File: config.mk
export PLATFORM = sky130hd
export DESIGN_NAME = fpu_muladd_issuer
export DESIGN_NICKNAME = d
export VERILOG_FILES = /design/src/rtl/fpu_muladd_issuer.sv
export SDC_FILE = /design/constraint.sdc
export NUM_CORES = 1
export LEC_CHECK = 0
export BUFFER_PORTS_ARGS = -buffer_cell sky130_fd_sc_hd__buf_4
export CAP_MARGIN = 20
export CORE_MARGIN = 8
export CORE_UTILIZATION = 51
export CTS_BUF_LIST = sky130_fd_sc_hd__clkbuf_4 sky130_fd_sc_hd__clkbuf_8
export DETAILED_ROUTE_END_ITERATION = 6
export HOLD_SLACK_MARGIN = 0.02
export PLACE_DENSITY = 0.74
export SYNTH_ARGS = -nofsm -noshare
export SYNTH_HDL_FRONTEND = slang
export SYNTH_SLANG_ARGS = --single-unit
File: constraint.sdc
create_clock -name aclk -period 5.9 [get_ports aclk]
set_clock_uncertainty 0.1 [all_clocks]
set_input_delay 0.885 -clock aclk [delete_from_list [all_inputs] [get_ports aclk]]
set_output_delay 0.885 -clock aclk [all_outputs]
set_load 0.05 [all_outputs]
File: src/rtl/fpu_muladd_issuer.sv
// fpu_muladd_issuer: issues fused-multiply-add operand triples to a
// valid-only FPU pipeline and collects its valid-only result stream into a
// local FIFO that is presented on a ready/valid output.
//
// The FPU offers no back-pressure, so an operation is only issued when a
// FIFO slot is guaranteed for its result: the sum of operations in flight
// and results already buffered must stay below DEPTH. This makes FIFO
// overflow impossible whatever the FPU latency.
module fpu_muladd_issuer #(
    parameter int DEPTH = 4,
    parameter int CW    = $clog2(DEPTH + 1)
) (
    input  logic          aclk,
    input  logic          areset,
    // operand stream from the producer
    input  logic          op_valid,
    output logic          op_ready,
    input  logic [31:0]   op_a,
    input  logic [31:0]   op_b,
    input  logic [31:0]   op_c,
    // operand bus to the FPU
    output logic [31:0]   m_axis_a_tdata,
    output logic [31:0]   m_axis_b_tdata,
    output logic [31:0]   m_axis_c_tdata,
    output logic          m_axis_abc_tvalid,
    // result bus from the FPU
    input  logic          s_axis_result_tvalid,
    input  logic [31:0]   s_axis_result_tdata,
    // result stream to the consumer
    output logic          res_valid,
    input  logic          res_ready,
    output logic [31:0]   res_data,
    // status
    output logic [CW-1:0] inflight,
    output logic          err_spurious
);

    // Pointer width; DEPTH is a power of two so pointers wrap naturally.
    localparam int AW = (DEPTH > 1) ? $clog2(DEPTH) : 1;

    // Credit limit expressed in the widened credit-sum width.
    localparam logic [CW:0] DEPTH_W = (CW + 1)'(DEPTH);

    // ------------------------------------------------------------------
    // Helpers
    // ------------------------------------------------------------------

    // Advance a FIFO pointer by one slot, wrapping modulo DEPTH.
    function automatic logic [AW-1:0] ptr_inc(input logic [AW-1:0] p);
        return p + AW'(1'b1);
    endfunction

    // ------------------------------------------------------------------
    // State
    // ------------------------------------------------------------------
    logic [31:0]   a_r;
    logic [31:0]   b_r;
    logic [31:0]   c_r;
    logic          tvalid_r;

    logic [CW-1:0] inflight_r;
    logic [CW-1:0] fifo_cnt_r;
    logic [AW-1:0] wr_ptr_r;
    logic [AW-1:0] rd_ptr_r;
    logic [31:0]   mem_r [DEPTH];

    logic          res_valid_r;
    logic [31:0]   res_data_r;
    logic          err_r;

    // ------------------------------------------------------------------
    // Combinational control
    // ------------------------------------------------------------------
    logic [CW:0]   credits_used_s;
    logic          op_ready_s;
    logic          accept_s;
    logic          push_s;
    logic          spurious_s;
    logic          pop_s;

    logic [CW-1:0] inflight_nxt_s;
    logic [CW-1:0] fifo_cnt_nxt_s;
    logic [AW-1:0] wr_ptr_nxt_s;
    logic [AW-1:0] rd_ptr_nxt_s;
    logic [31:0]   head_nxt_s;

    // Credit check and handshake decode, all from registered state.
    always_comb begin
        credits_used_s = {1'b0, inflight_r} + {1'b0, fifo_cnt_r};
        if (areset) begin
            op_ready_s = 1'b0;
        end else begin
            op_ready_s = (credits_used_s < DEPTH_W);
        end
        accept_s   = op_valid && op_ready_s;
        // A result only belongs to us if something is actually outstanding.
        push_s     = s_axis_result_tvalid && (inflight_r != {CW{1'b0}});
        spurious_s = s_axis_result_tvalid && (inflight_r == {CW{1'b0}});
        pop_s      = res_valid_r && res_ready;
    end

    // Outstanding-operation count: +1 on issue, -1 on a result return.
    always_comb begin
        inflight_nxt_s = inflight_r;
        case ({accept_s, push_s})
            2'b10:   inflight_nxt_s = inflight_r + CW'(1'b1);
            2'b01:   inflight_nxt_s = inflight_r - CW'(1'b1);
            default: inflight_nxt_s = inflight_r;
        endcase
    end

    // FIFO occupancy: +1 on capture, -1 on consumer pop.
    always_comb begin
        fifo_cnt_nxt_s = fifo_cnt_r;
        case ({push_s, pop_s})
            2'b10:   fifo_cnt_nxt_s = fifo_cnt_r + CW'(1'b1);
            2'b01:   fifo_cnt_nxt_s = fifo_cnt_r - CW'(1'b1);
            default: fifo_cnt_nxt_s = fifo_cnt_r;
        endcase
    end

    // Next pointers and the word that will sit at the FIFO head.
    always_comb begin
        wr_ptr_nxt_s = wr_ptr_r;
        rd_ptr_nxt_s = rd_ptr_r;
        head_nxt_s   = 32'h0000_0000;
        if (push_s) begin
            wr_ptr_nxt_s = ptr_inc(wr_ptr_r);
        end else begin
            wr_ptr_nxt_s = wr_ptr_r;
        end
        if (pop_s) begin
            rd_ptr_nxt_s = ptr_inc(rd_ptr_r);
        end else begin
            rd_ptr_nxt_s = rd_ptr_r;
        end
        // The new head is either an already-stored entry or, when the
        // slot being written this cycle becomes the head, the incoming
        // result word itself.
        if (fifo_cnt_nxt_s == {CW{1'b0}}) begin
            head_nxt_s = 32'h0000_0000;
        end else if (push_s && (wr_ptr_r == rd_ptr_nxt_s)) begin
            head_nxt_s = s_axis_result_tdata;
        end else begin
            head_nxt_s = mem_r[rd_ptr_nxt_s];
        end
    end

    // ------------------------------------------------------------------
    // Sequential logic
    // ------------------------------------------------------------------

    // Issue stage: capture an accepted triple and pulse tvalid for one cycle.
    always_ff @(posedge aclk or posedge areset) begin
        if (areset) begin
            a_r      <= 32'h0000_0000;
            b_r      <= 32'h0000_0000;
            c_r      <= 32'h0000_0000;
            tvalid_r <= 1'b0;
        end else begin
            tvalid_r <= accept_s;
            if (accept_s) begin
                a_r <= op_a;
                b_r <= op_b;
                c_r <= op_c;
            end else begin
                a_r <= a_r;
                b_r <= b_r;
                c_r <= c_r;
            end
        end
    end

    // Counters, pointers, registered head and the sticky spurious flag.
    always_ff @(posedge aclk or posedge areset) begin
        if (areset) begin
            inflight_r  <= {CW{1'b0}};
            fifo_cnt_r  <= {CW{1'b0}};
            wr_ptr_r    <= {AW{1'b0}};
            rd_ptr_r    <= {AW{1'b0}};
            res_valid_r <= 1'b0;
            res_data_r  <= 32'h0000_0000;
            err_r       <= 1'b0;
        end else begin
            inflight_r  <= inflight_nxt_s;
            fifo_cnt_r  <= fifo_cnt_nxt_s;
            wr_ptr_r    <= wr_ptr_nxt_s;
            rd_ptr_r    <= rd_ptr_nxt_s;
            res_valid_r <= (fifo_cnt_nxt_s != {CW{1'b0}});
            res_data_r  <= head_nxt_s;
            err_r       <= err_r || spurious_s;
        end
    end

    // Result storage; contents are only observed through the head register.
    always_ff @(posedge aclk) begin
        if (push_s) begin
            mem_r[wr_ptr_r] <= s_axis_result_tdata;
        end else begin
            mem_r[wr_ptr_r] <= mem_r[wr_ptr_r];
        end
    end

    // ------------------------------------------------------------------
    // Outputs
    // ------------------------------------------------------------------
    assign op_ready          = op_ready_s;
    assign m_axis_a_tdata    = a_r;
    assign m_axis_b_tdata    = b_r;
    assign m_axis_c_tdata    = c_r;
    assign m_axis_abc_tvalid = tvalid_r;
    assign res_valid         = res_valid_r;
    assign res_data          = res_data_r;
    assign inflight          = inflight_r;
    assign err_spurious      = err_r;

endmodule

==> flow_metrics.env, run 1 <==
export IMPL_ir_worst_vdd_mv=0.439
export IMPL_post_cts_resized=0
export IMPL_synth_cells=748
export IMPL_synth_seq_area_share_pct=65.9
export IMPL_cpMostUsedCell="inv_1"
export IMPL_finalSetupViolCount=0
export IMPL_coreArea_sq_um=21700
export IMPL_power_mw=9.47
export IMPL_syn_avg_cell_area_sq_um=15.0
export IMPL_slew_headroom_pct=27.8
export IMPL_area_delta_synth_final_pct=28.0
export IMPL_path_class="reg2reg"
export IMPL_maxCapViolCount=0
export IMPL_timing_critical_path_buf_inv=3
export IMPL_syn_area_sq_um=11200
export IMPL_fillers=1530
export IMPL_start_util_pct=51.6
export IMPL_ys_ff_latch=269
export IMPL_cpMaxStageDelayCell="nor2b_1"
export IMPL_cts_tree="yes"
export IMPL_fin_util_pct=66.0
export IMPL_timing_fmax_mhz=287
export IMPL_wl_met1_microns=11000
export IMPL_fin_cells=1326
export IMPL_synth_cell_types=36
export IMPL_crit_chain="nor3_1 > nor2b_1 > inv_1 > ha_1 > inv_1 > fa_1 > a31oi_1 > a211o_1 > and2_1 > buf_4 > a32o_1"
export IMPL_status="finished clean"
export IMPL_ant_nets=0
export IMPL_cts_sinks=269
export IMPL_cts_root_buf="clkbuf_8"
export IMPL_worstSetupStartpointType="flip-flop"
export IMPL_worstSkewPairLatency_ns=0.54
export IMPL_finalCritPeriodShare_pct=59.0
export IMPL_routed_top_layer="met4"
export IMPL_hold_path_class="in2async"
export IMPL_register_area_sq_um=7380
export IMPL_multi_input_area_sq_um=3510
export IMPL_dp_cells=1243
export IMPL_crit_fanout=21
export IMPL_worstSetupEndpointType="flip-flop"
export IMPL_arrival_ns=3.86
export IMPL_met3_length_microns=3120
export IMPL_p_per_area_nw_per_um2=661
export IMPL_firstDrtPassIters=5
export IMPL_leakage_nw=5.90
export IMPL_grt_setup_unrepaired="false"
export IMPL_cts_buffer_depth=3
export IMPL_drv_slew=0
export IMPL_wl_met2_microns=14400
export IMPL_die_x_microns=164
export IMPL_syn_num_nets=891
export IMPL_cp_data_required_time_ns=6.27
export IMPL_tightest_slew_ns=1.08
export IMPL_holdWs_ns=0.380
export IMPL_hold_buffers=0
export IMPL_drtIter0Drc=544
export IMPL_fin_crit_ns=3.48
export IMPL_grt_pass1_wl_microns=44500
export IMPL_grt_ovfl_total=0
export IMPL_numCtsBuffers=45
export IMPL_cp_top_family="simple AND/OR/NAND/NOR gates"
export IMPL_die_h_microns=164
export IMPL_dieArea_sq_um=26900
export IMPL_drt_wl_total_microns=29100
export IMPL_grt_max_degree=128
export IMPL_nets=1153
export IMPL_finalHoldViolCount=0
export IMPL_vias_per_cell=5.64
export IMPL_max_stage_delay_ns=0.49
export IMPL_wire_per_inst_microns=22.0
export IMPL_grt_util_all_layers_pct=21.3
export IMPL_antenna_found_initial=1
export IMPL_clkTransAtPathRegs_ns=0.06
export IMPL_final_setup_tns_ns=0
export IMPL_io_pins=268
export IMPL_vias=7477
export IMPL_drc=0
export IMPL_port_buffers=267
export IMPL_yosysWarnings=0
export IMPL_htreeDepth=2
export IMPL_grt_pass1_vias=8040
export IMPL_rows=54
export IMPL_place_congestion=0.734
export IMPL_drive_above_1_share_pct=47.1
export IMPL_hpwlAfterDp_microns=19000
export IMPL_postCtsSetupBuffers=0
[final cells by class]
| type | count | area share, % |
|---|---|---|
| sequential | 269 | 51.5 |
| clock buffer | 67 | 5.83 |
| multi-input combinational | 405 | 24.5 |
| tap | 280 | 2.45 |
| timing repair buffer | 276 | 14.5 |
| inverter | 13 | 0.376 |
| antenna | 1 | 0.0175 |
| clock inverter | 15 | 0.830 |
[worst reg2reg max path: stages, from the launching register on]
cell	delay (ns)
dfrtp_1	0.46
nor3_1	0.11
nor2b_1	0.49
inv_1	0.10
ha_1	0.24
inv_1	0.07
fa_1	0.42
a31oi_1	0.18
a211o_1	0.14
and2_1	0.47
buf_4	0.38
a32o_1	0.23
[placed cells by master (no fill, tap or decap), types with 2 or more instances in the layout]
| cell type | synthesis | routed |
|---|---|---|
| nand2_1 | 3 | 2 |
| nand2b_1 | 3 | 3 |
| bufinv_16 | 0 | 2 |
| dfrtp_1 | 141 | 139 |
| o21ai_0 | 68 | 68 |
| fa_1 | 2 | 2 |
| nor3b_1 | 31 | 31 |
| o22ai_1 | 31 | 31 |
| clkinv_1 | 0 | 7 |
| nand3_1 | 2 | 2 |
| inv_1 | 13 | 11 |
| mux2_4 | 20 | 20 |
| a32o_1 | 32 | 32 |
| clkbuf_8 | 0 | 53 |
| clkbuf_4 | 0 | 14 |
| xnor2_1 | 5 | 5 |
| and2_2 | 0 | 4 |
| edfxtp_1 | 128 | 128 |
| mux2_2 | 108 | 108 |
| clkinv_2 | 0 | 5 |
| buf_4 | 0 | 276 |
| o221ai_1 | 32 | 32 |
| ha_1 | 8 | 8 |
| nor3_1 | 34 | 34 |
| xor2_1 | 5 | 5 |
| mux2i_1 | 2 | 2 |
| nor2_1 | 2 | 2 |
[kinds of logic (layout without fill, tap and decap cells)]
family | Yosys count | count (layout) | synth area share [%]
DFF | 269 | 269 | 65.9
xor gates and xnor gates | 10 | 10 | 0.783
buffers and inverters | 74 | 371 | 2.89
AOI/OAI and AO/OA | 168 | 168 | 10.6
adders and majority gates | 10 | 10 | 1.25
and+or+nand+nor | 87 | 87 | 4.80
muxes | 130 | 130 | 13.7
other | 0 | 1 | 0
[per-layer routing]
metal	global-route usage, %	vias up
li1	-	3414
met1	24.9	3705
met2	34.5	316
met3	8.90	42
met4	8.06	0
met5	0	-
[stage by stage]
stage / setup WS [ns] / instance area (sq um)
3_3_place_gp: 2.12 / 13400
2_1_floorplan: 1.13 / 11200
6_report: 2.42 / 14300
5_1_grt: 2.18 / 14300
4_1_cts: 2.40 / 14300
3_5_place_dp: 2.01 / 13400
[final timing paths]
path	start	to	slack, ns	cells after the start
min	areset	inflight[0]$_DFFE_PP0P_	0.38	2
max	inflight[0]$_DFFE_PP0P_	res_data[7]$_DFF_PP0_	2.42	11
min in group aclk	err_spurious$_DFF_PP0_	err_spurious$_DFF_PP0_	0.38	1
max reg2reg	inflight[0]$_DFFE_PP0P_	res_data[7]$_DFF_PP0_	2.42	11
max in group asynchronous	areset	m_axis_a_tdata[30]$_DFFE_PP0P_	3.98	3
min reg2reg	err_spurious$_DFF_PP0_	err_spurious$_DFF_PP0_	0.38	1
[cells in the mapped netlist]
cell	number	area share, %
nor2_1	2	0.067
o221ai_1	32	2.5
o21ai_0	68	3.0
edfxtp_1	128	34
ha_1	8	0.90
buf_6	3	0.30
a32o_1	32	2.9
o311ai_1	1	0.078
nor2b_1	2	0.11
nor4b_1	1	0.078
nand2_2	1	0.056
clkbuf_1	30	1.0
nor3b_1	31	2.1
nor3_1	34	1.5
a21o_1	1	0.067
o22ai_1	31	1.7
dfrtp_1	141	32
a31oi_1	1	0.056
buf_2	18	0.81
nand3b_1	1	0.067
buf_1	10	0.34
a211o_1	1	0.078
mux2_2	108	11
xor2_1	5	0.39
and2_1	5	0.28
mux2_4	20	2.7
nand4b_1	1	0.078
nand2b_1	3	0.17
inv_1	13	0.44
nand2_1	3	0.10
mux2i_1	2	0.18
nand3_1	2	0.090
a31oi_4	1	0.19
xnor2_1	5	0.39
fa_1	2	0.36
or4_4	1	0.10
[sequential cells by signal, indices dropped and copies added, names as in the netlist]
name / count
m_axis_a_tdata: 32
fifo_cnt_r: 3
res_valid: 1
m_axis_b_tdata: 32
res_data: 32
rd_ptr_r: 2
wr_ptr_r: 2
m_axis_c_tdata: 32
m_axis_abc_tvalid: 1
mem_r: 128
inflight: 3
err_spurious: 1
[power breakdown]
part           switching [mW]  internal (mW)
sequential              0.346           2.68
combinational            3.05           1.68
clock                   0.727          0.992
No activity file was read; power rests on OpenSTA's default activity.
==> run 2: changes to the inputs <==
CORE_UTILIZATION = 50   (was 51)
PLACE_DENSITY = 0.75   (was 0.74)
clock period = 2.9 ns   (was 5.9 ns; I/O delays follow)
==> flow_metrics.env, run 2 (synthesis gave the netlist of run 1 again) <==
export IMPL_grt_util_all_layers_pct=24.3
export IMPL_rrSetupSlack_ns=0.09
export IMPL_ant_nets=0
export IMPL_intPower_mw=11.2
export IMPL_p_per_area_nw_per_um2=1260
export IMPL_dp_cells=1255
export IMPL_fin_cells=1473
export IMPL_cts_buffer_depth=3
export IMPL_finalSetupViolCount=0
export IMPL_p_sw_share_pct=44.0
export IMPL_finalHoldViolCount=0
export IMPL_cts_tree="yes"
export IMPL_cp_data_required_time_ns=3.22
export IMPL_clkTransAtPathRegs_ns=0.06
export IMPL_finalCritPeriodShare_pct=97.5
export IMPL_ir_worst_vdd_mv=0.900
export IMPL_slew_headroom_pct=25.8
export IMPL_grt_pass1_wl_microns=51200
export IMPL_antenna_found_initial=2
export IMPL_firstDrtPassIters=5
export IMPL_placed_cell_area_sq_um=13600
export IMPL_grt_pass1_vias=9041
export IMPL_tightest_slew_ns=1.11
export IMPL_routed_top_layer="met4"
export IMPL_grt_ovfl_total=0
export IMPL_place_congestion=0.755
export IMPL_met3_length_microns=3100
export IMPL_rows=54
export IMPL_htreeDepth=2
export IMPL_leakage_nw=6.56
export IMPL_hpwlAfterDp_microns=19400
export IMPL_r2r_end="res_data[18]$_DFF_PP0_"
export IMPL_worstSetupStartpointType="input port"
export IMPL_drt_wl_total_microns=33700
export IMPL_timing_fmax_mhz=354
export IMPL_grt_max_degree=130
export IMPL_min_path_cells=3
export IMPL_p_comb_share_pct=51.5
export IMPL_final_common_cell="buf_4"
export IMPL_nets=1299
export IMPL_vias=8299
export IMPL_final_setup_tns_ns=0
export IMPL_wire_per_inst_microns=22.9
export IMPL_register_area_sq_um=7380
export IMPL_fin_area_sq_um=15900
export IMPL_crit_path_start="s_axis_result_tvalid"
export IMPL_io_pins=268
export IMPL_start_util_pct=51.1
export IMPL_drive_above_1_share_pct=44.0
export IMPL_drtIter0Drc=555
export IMPL_die_x_microns=166
export IMPL_largest_reg_flops=128
export IMPL_fin_crit_ns=2.83
export IMPL_min_delay_start="res_ready"
export IMPL_multi_input_area_sq_um=3570
export IMPL_worstSkewPairLatency_ns=0.55
export IMPL_switchingPower_mw=8.83
export IMPL_die_h_microns=166
export IMPL_status="finished clean"
export IMPL_wl_met2_microns=17000
export IMPL_fin_util_pct=72.7
export IMPL_r2r_start="inflight[0]$_DFFE_PP0P_"
export IMPL_regMostFlops="mem_r"
export IMPL_worst_r2r_cell_count=12
export IMPL_fillers=1387
export IMPL_hold_path_class="in2reg"
export IMPL_worstSetupEndpointType="flip-flop"
export IMPL_coreArea_sq_um=21900
export IMPL_vias_per_cell=5.63
export IMPL_drv_slew=0
export IMPL_maxCapViolCount=0
export IMPL_port_buffers=267
export IMPL_cts_sinks=269
export IMPL_pwr_share_seq_pct=31.3
export IMPL_power_mw=20.1
export IMPL_cts_root_buf="clkbuf_8"
export IMPL_dieArea_sq_um=27400
export IMPL_numCtsBuffers=45
export IMPL_path_class="in2reg"
export IMPL_area_delta_synth_final_pct=42.3
export IMPL_crit_fanout=32
export IMPL_most_common_layout_cells="buf_4, dfrtp_1, dlygate4sd3_1"
export IMPL_arrival_ns=3.15
export IMPL_drc=0
export IMPL_wl_met1_microns=12500
export IMPL_hold_path_endpoint="rd_ptr_r[1]$_DFF_PP0_"
export IMPL_p_clk_share_pct=17.2
## run 2: area by class of cell
type	count	area share [%]
inverter	13	0.330
clock buffer	75	5.62
antenna	2	0.0315
multi-input combinational	406	22.4
clock inverter	7	0.228
sequential	269	46.4
timing repair buffer	421	22.7
tap	280	2.20
## run 2: routing by layer
metal / vias up / track usage [%]
met3: 77 / 8.08
met5: - / 0
met1: 4137 / 28.2
met2: 373 / 41.0
met4: 0 / 9.94
li1: 3712 / -
## run 2: per-stage QoR
| stage | hold slack [ns] | worst slack, ns |
|---|---|---|
| 5_1_grt | 0.133 | -0.00657 |
| 6_report | 0.140 | 0.0718 |
| 3_5_place_dp | 0.365 | -0.167 |
| 2_1_floorplan | 0.434 | -0.146 |
| 4_1_cts | 0.0975 | 0.00606 |
| 3_3_place_gp | 0.353 | -0.0675 |
## run 2: worst max-delay path by stage
stage | slack [ns] | cells past startpoint | to
2_1_floorplan | -0.15 | 14 | res_data[14]$_DFF_PP0_
3_3_place_gp | -0.07 | 11 | res_data[25]$_DFF_PP0_
3_5_place_dp | -0.17 | 11 | res_data[18]$_DFF_PP0_
4_1_cts | 0.006 | 11 | res_data[28]$_DFF_PP0_
5_1_grt | -0.007 | 12 | res_data[13]$_DFF_PP0_
6_report | 0.07 | 13 | res_data[18]$_DFF_PP0_
## run 2: timing repair
item	4_1_cts	5_1_grt
hold buffers	130	0
endpoints found under the setup margin	32	33
resized for setup	3	7
endpoints found under the hold margin	374	0
buffers inserted	1	2
gates cloned	1	0
pin swaps	2	2
## run 2: critical path, cell delays in order
cell and delay, ns:
dlygate4sd3_1 0.54, buf_4 0.14, nor2b_1 0.14, inv_1 0.06, ha_2 0.17, inv_1 0.05, fa_2 0.35, xor2_2 0.21
nor3_1 0.07, a211o_1 0.37, and2_4 0.18, buf_12 0.17, a32o_1 0.24
## run 2: power by group through the flow
stage               Sequential [mW]  Clock, mW  Combinational [mW]
floorplan                      9.36          0                3.67
global placement               6.15          0                9.69
detailed placement             6.21          0                9.90
CTS                            6.18       3.50                10.2
global route                   6.40       3.69                10.9
finish                         6.27       3.46                10.3
==> run 3: changes to the inputs <==
RECOVER_POWER = 25   (was not set)
==> flow_metrics.env, run 3 (synthesis gave the netlist of run 1 again) <==
export IMPL_worstSetupStartpointType="input port"
export IMPL_cpMostUsedCell="inv_1"
export IMPL_rows=54
export IMPL_start_util_pct=51.1
export IMPL_grt_util_all_layers_pct=24.3
export IMPL_place_congestion=0.755
export IMPL_max_stage_delay_ns=0.55
export IMPL_nets=1299
export IMPL_p_per_area_nw_per_um2=1270
export IMPL_crit_chain="dlygate4sd3_1 > buf_4 > nor2b_1 > inv_1 > ha_2 > inv_1 > fa_2 > xor2_2 > nor3_1 > a211o_1 > and2_4 > buf_12 > a32o_1"
export IMPL_dp_cells=1255
export IMPL_fillers=1421
export IMPL_finalHoldViolCount=0
export IMPL_final_common_cell="buf_4"
export IMPL_finalSetupViolCount=0
export IMPL_rrSetupSlack_ns=0.09
export IMPL_r2r_end="res_data[18]$_DFF_PP0_"
export IMPL_cts_tree="yes"
export IMPL_leakage_nw=6.44
export IMPL_met3_length_microns=3060
export IMPL_status="finished clean"
export IMPL_die_x_microns=166
export IMPL_dieArea_sq_um=27400
export IMPL_clkTransAtPathRegs_ns=0.06
export IMPL_wl_met2_microns=17000
export IMPL_htreeDepth=2
export IMPL_die_h_microns=166
export IMPL_hpwlAfterDp_microns=19400
export IMPL_drv_slew=0
export IMPL_cts_buffer_depth=3
export IMPL_worstSetupEndpointType="flip-flop"
export IMPL_drive_above_1_share_pct=41.2
export IMPL_arrival_ns=3.15
export IMPL_vias=8248
export IMPL_routed_top_layer="met4"
export IMPL_holdWs_ns=0.142
export IMPL_cpMaxStageDelayCell="dlygate4sd3_1"
export IMPL_hold_path_class="in2reg"
export IMPL_io_pins=268
export IMPL_largest_reg_flops=128
export IMPL_worstSkewPairLatency_ns=0.55
export IMPL_port_buffers=267
export IMPL_firstDrtPassIters=5
export IMPL_grt_ovfl_total=0
export IMPL_critPathCapture="res_data[18]$_DFF_PP0_"
export IMPL_wire_per_inst_microns=22.8
export IMPL_most_common_layout_cells="buf_4, dfrtp_1, dlygate4sd3_1"
export IMPL_crit_path_start="s_axis_result_tvalid"
export IMPL_fin_cells=1473
export IMPL_grt_max_degree=130
export IMPL_grt_pass1_wl_microns=51200
export IMPL_tightest_slew_ns=1.33
export IMPL_path_class="in2reg"
export IMPL_drtIter0Drc=587
export IMPL_maxCapViolCount=0
export IMPL_drc=0
export IMPL_fin_area_sq_um=15800
export IMPL_antenna_found_initial=2
export IMPL_ir_worst_vdd_mv=0.899
export IMPL_timing_fmax_mhz=352
export IMPL_ant_nets=0
export IMPL_vias_per_cell=5.60
export IMPL_wl_met1_microns=12500
export IMPL_cts_root_buf="clkbuf_8"
export IMPL_drt_wl_total_microns=33600
export IMPL_cp_data_required_time_ns=3.22
export IMPL_placed_cell_area_sq_um=13600
export IMPL_slew_headroom_pct=11.5
export IMPL_crit_fanout=32
export IMPL_finalCritPeriodShare_pct=97.8
export IMPL_numCtsBuffers=45
export IMPL_coreArea_sq_um=21900
export IMPL_fin_crit_ns=2.84
export IMPL_r2r_start="inflight[0]$_DFFE_PP0P_"
export IMPL_regMostFlops="mem_r"
export IMPL_area_delta_synth_final_pct=41.0
export IMPL_grt_pass1_vias=9041
export IMPL_worst_r2r_cell_count=12
export IMPL_cts_sinks=269
==> run 3: cell types whose count changed in the layout (fill, tap and decap cells not counted), sizes merged <==
cell and delta:
buf -34, clkbuf +34
==> run 3: worst min path at each step <==
stage / cells after the start / startpoint / end / slack (ns)
floorplan: 0 / s_axis_result_tdata[0] / mem_r[0][0]$_DFFE_PP_ / 0.43
global placement: 1 / err_spurious$_DFF_PP0_ / err_spurious$_DFF_PP0_ / 0.35
detailed placement: 1 / err_spurious$_DFF_PP0_ / err_spurious$_DFF_PP0_ / 0.36
CTS: 3 / res_ready / rd_ptr_r[1]$_DFF_PP0_ / 0.1
global route: 3 / res_ready / rd_ptr_r[1]$_DFF_PP0_ / 0.13
finish: 3 / res_ready / rd_ptr_r[1]$_DFF_PP0_ / 0.14
==> run 3: what timing repair did <==
action | 4_1_cts | 5_1_grt
cloned | 1 | 0
hold buffers | 130 | 0
setup buffers | 1 | 2
endpoints found under the hold margin | 374 | 0
pin swaps | 2 | 2
gates resized for setup | 3 | 7
endpoints found under the setup margin | 32 | 33
==> run 3: layout make-up <==
| cell class | instances | area (sq um) | share of cell area, % |
|---|---|---|---|
| antenna | 2 | 5.00 | 0.0317 |
| clock buffer | 75 | 895 | 5.67 |
| clock inverter | 7 | 36.3 | 0.230 |
| inverter | 13 | 50.0 | 0.317 |
| multi-input combinational | 406 | 3570 | 22.6 |
| sequential | 269 | 7380 | 46.8 |
| tap | 280 | 350 | 2.22 |
| timing repair buffer | 421 | 3480 | 22.1 |
==> run 3: per-stage QoR <==
| step | TNS (ns) | setup slack (ns) | util, % | total power, mW |
|---|---|---|---|---|
| after floorplan | -4.59 | -0.146 | - | 13.0 |
| after global placement | -2.02 | -0.0675 | 62.0 | 15.8 |
| after detailed placement | -4.42 | -0.167 | 62.0 | 16.1 |
| after CTS | 0 | 0.00606 | 72.4 | 19.9 |
| after global routing | -0.0168 | -0.00657 | 72.0 | 20.9 |
| final | 0 | 0.0626 | 72.0 | 20.0 |
==> run 3: critical path: cells and delay by family <==
kind	cells	cell delay, ns
simple gates	3	0.38
compound gates	2	0.62
xor+xnor	1	0.21
fa+ha+maj	2	0.52
buf+inv	5	0.97
==> run 3: layer usage <==
| metal | vias up | global-route usage, % |
|---|---|---|
| met5 | - | 0 |
| li1 | 3709 | - |
| met3 | 74 | 8.08 |
| met4 | 0 | 9.94 |
| met2 | 372 | 41.0 |
| met1 | 4093 | 28.2 |
==> run 3: power by group <==
part,leakage [nW],total (mW),internal (mW),switching [mW]
sequential,2.86,6.27,5.46,0.817
combinational,3.09,10.3,3.81,6.50
clock,0.495,3.46,1.94,1.52
total,6.44,20.0,11.2,8.84
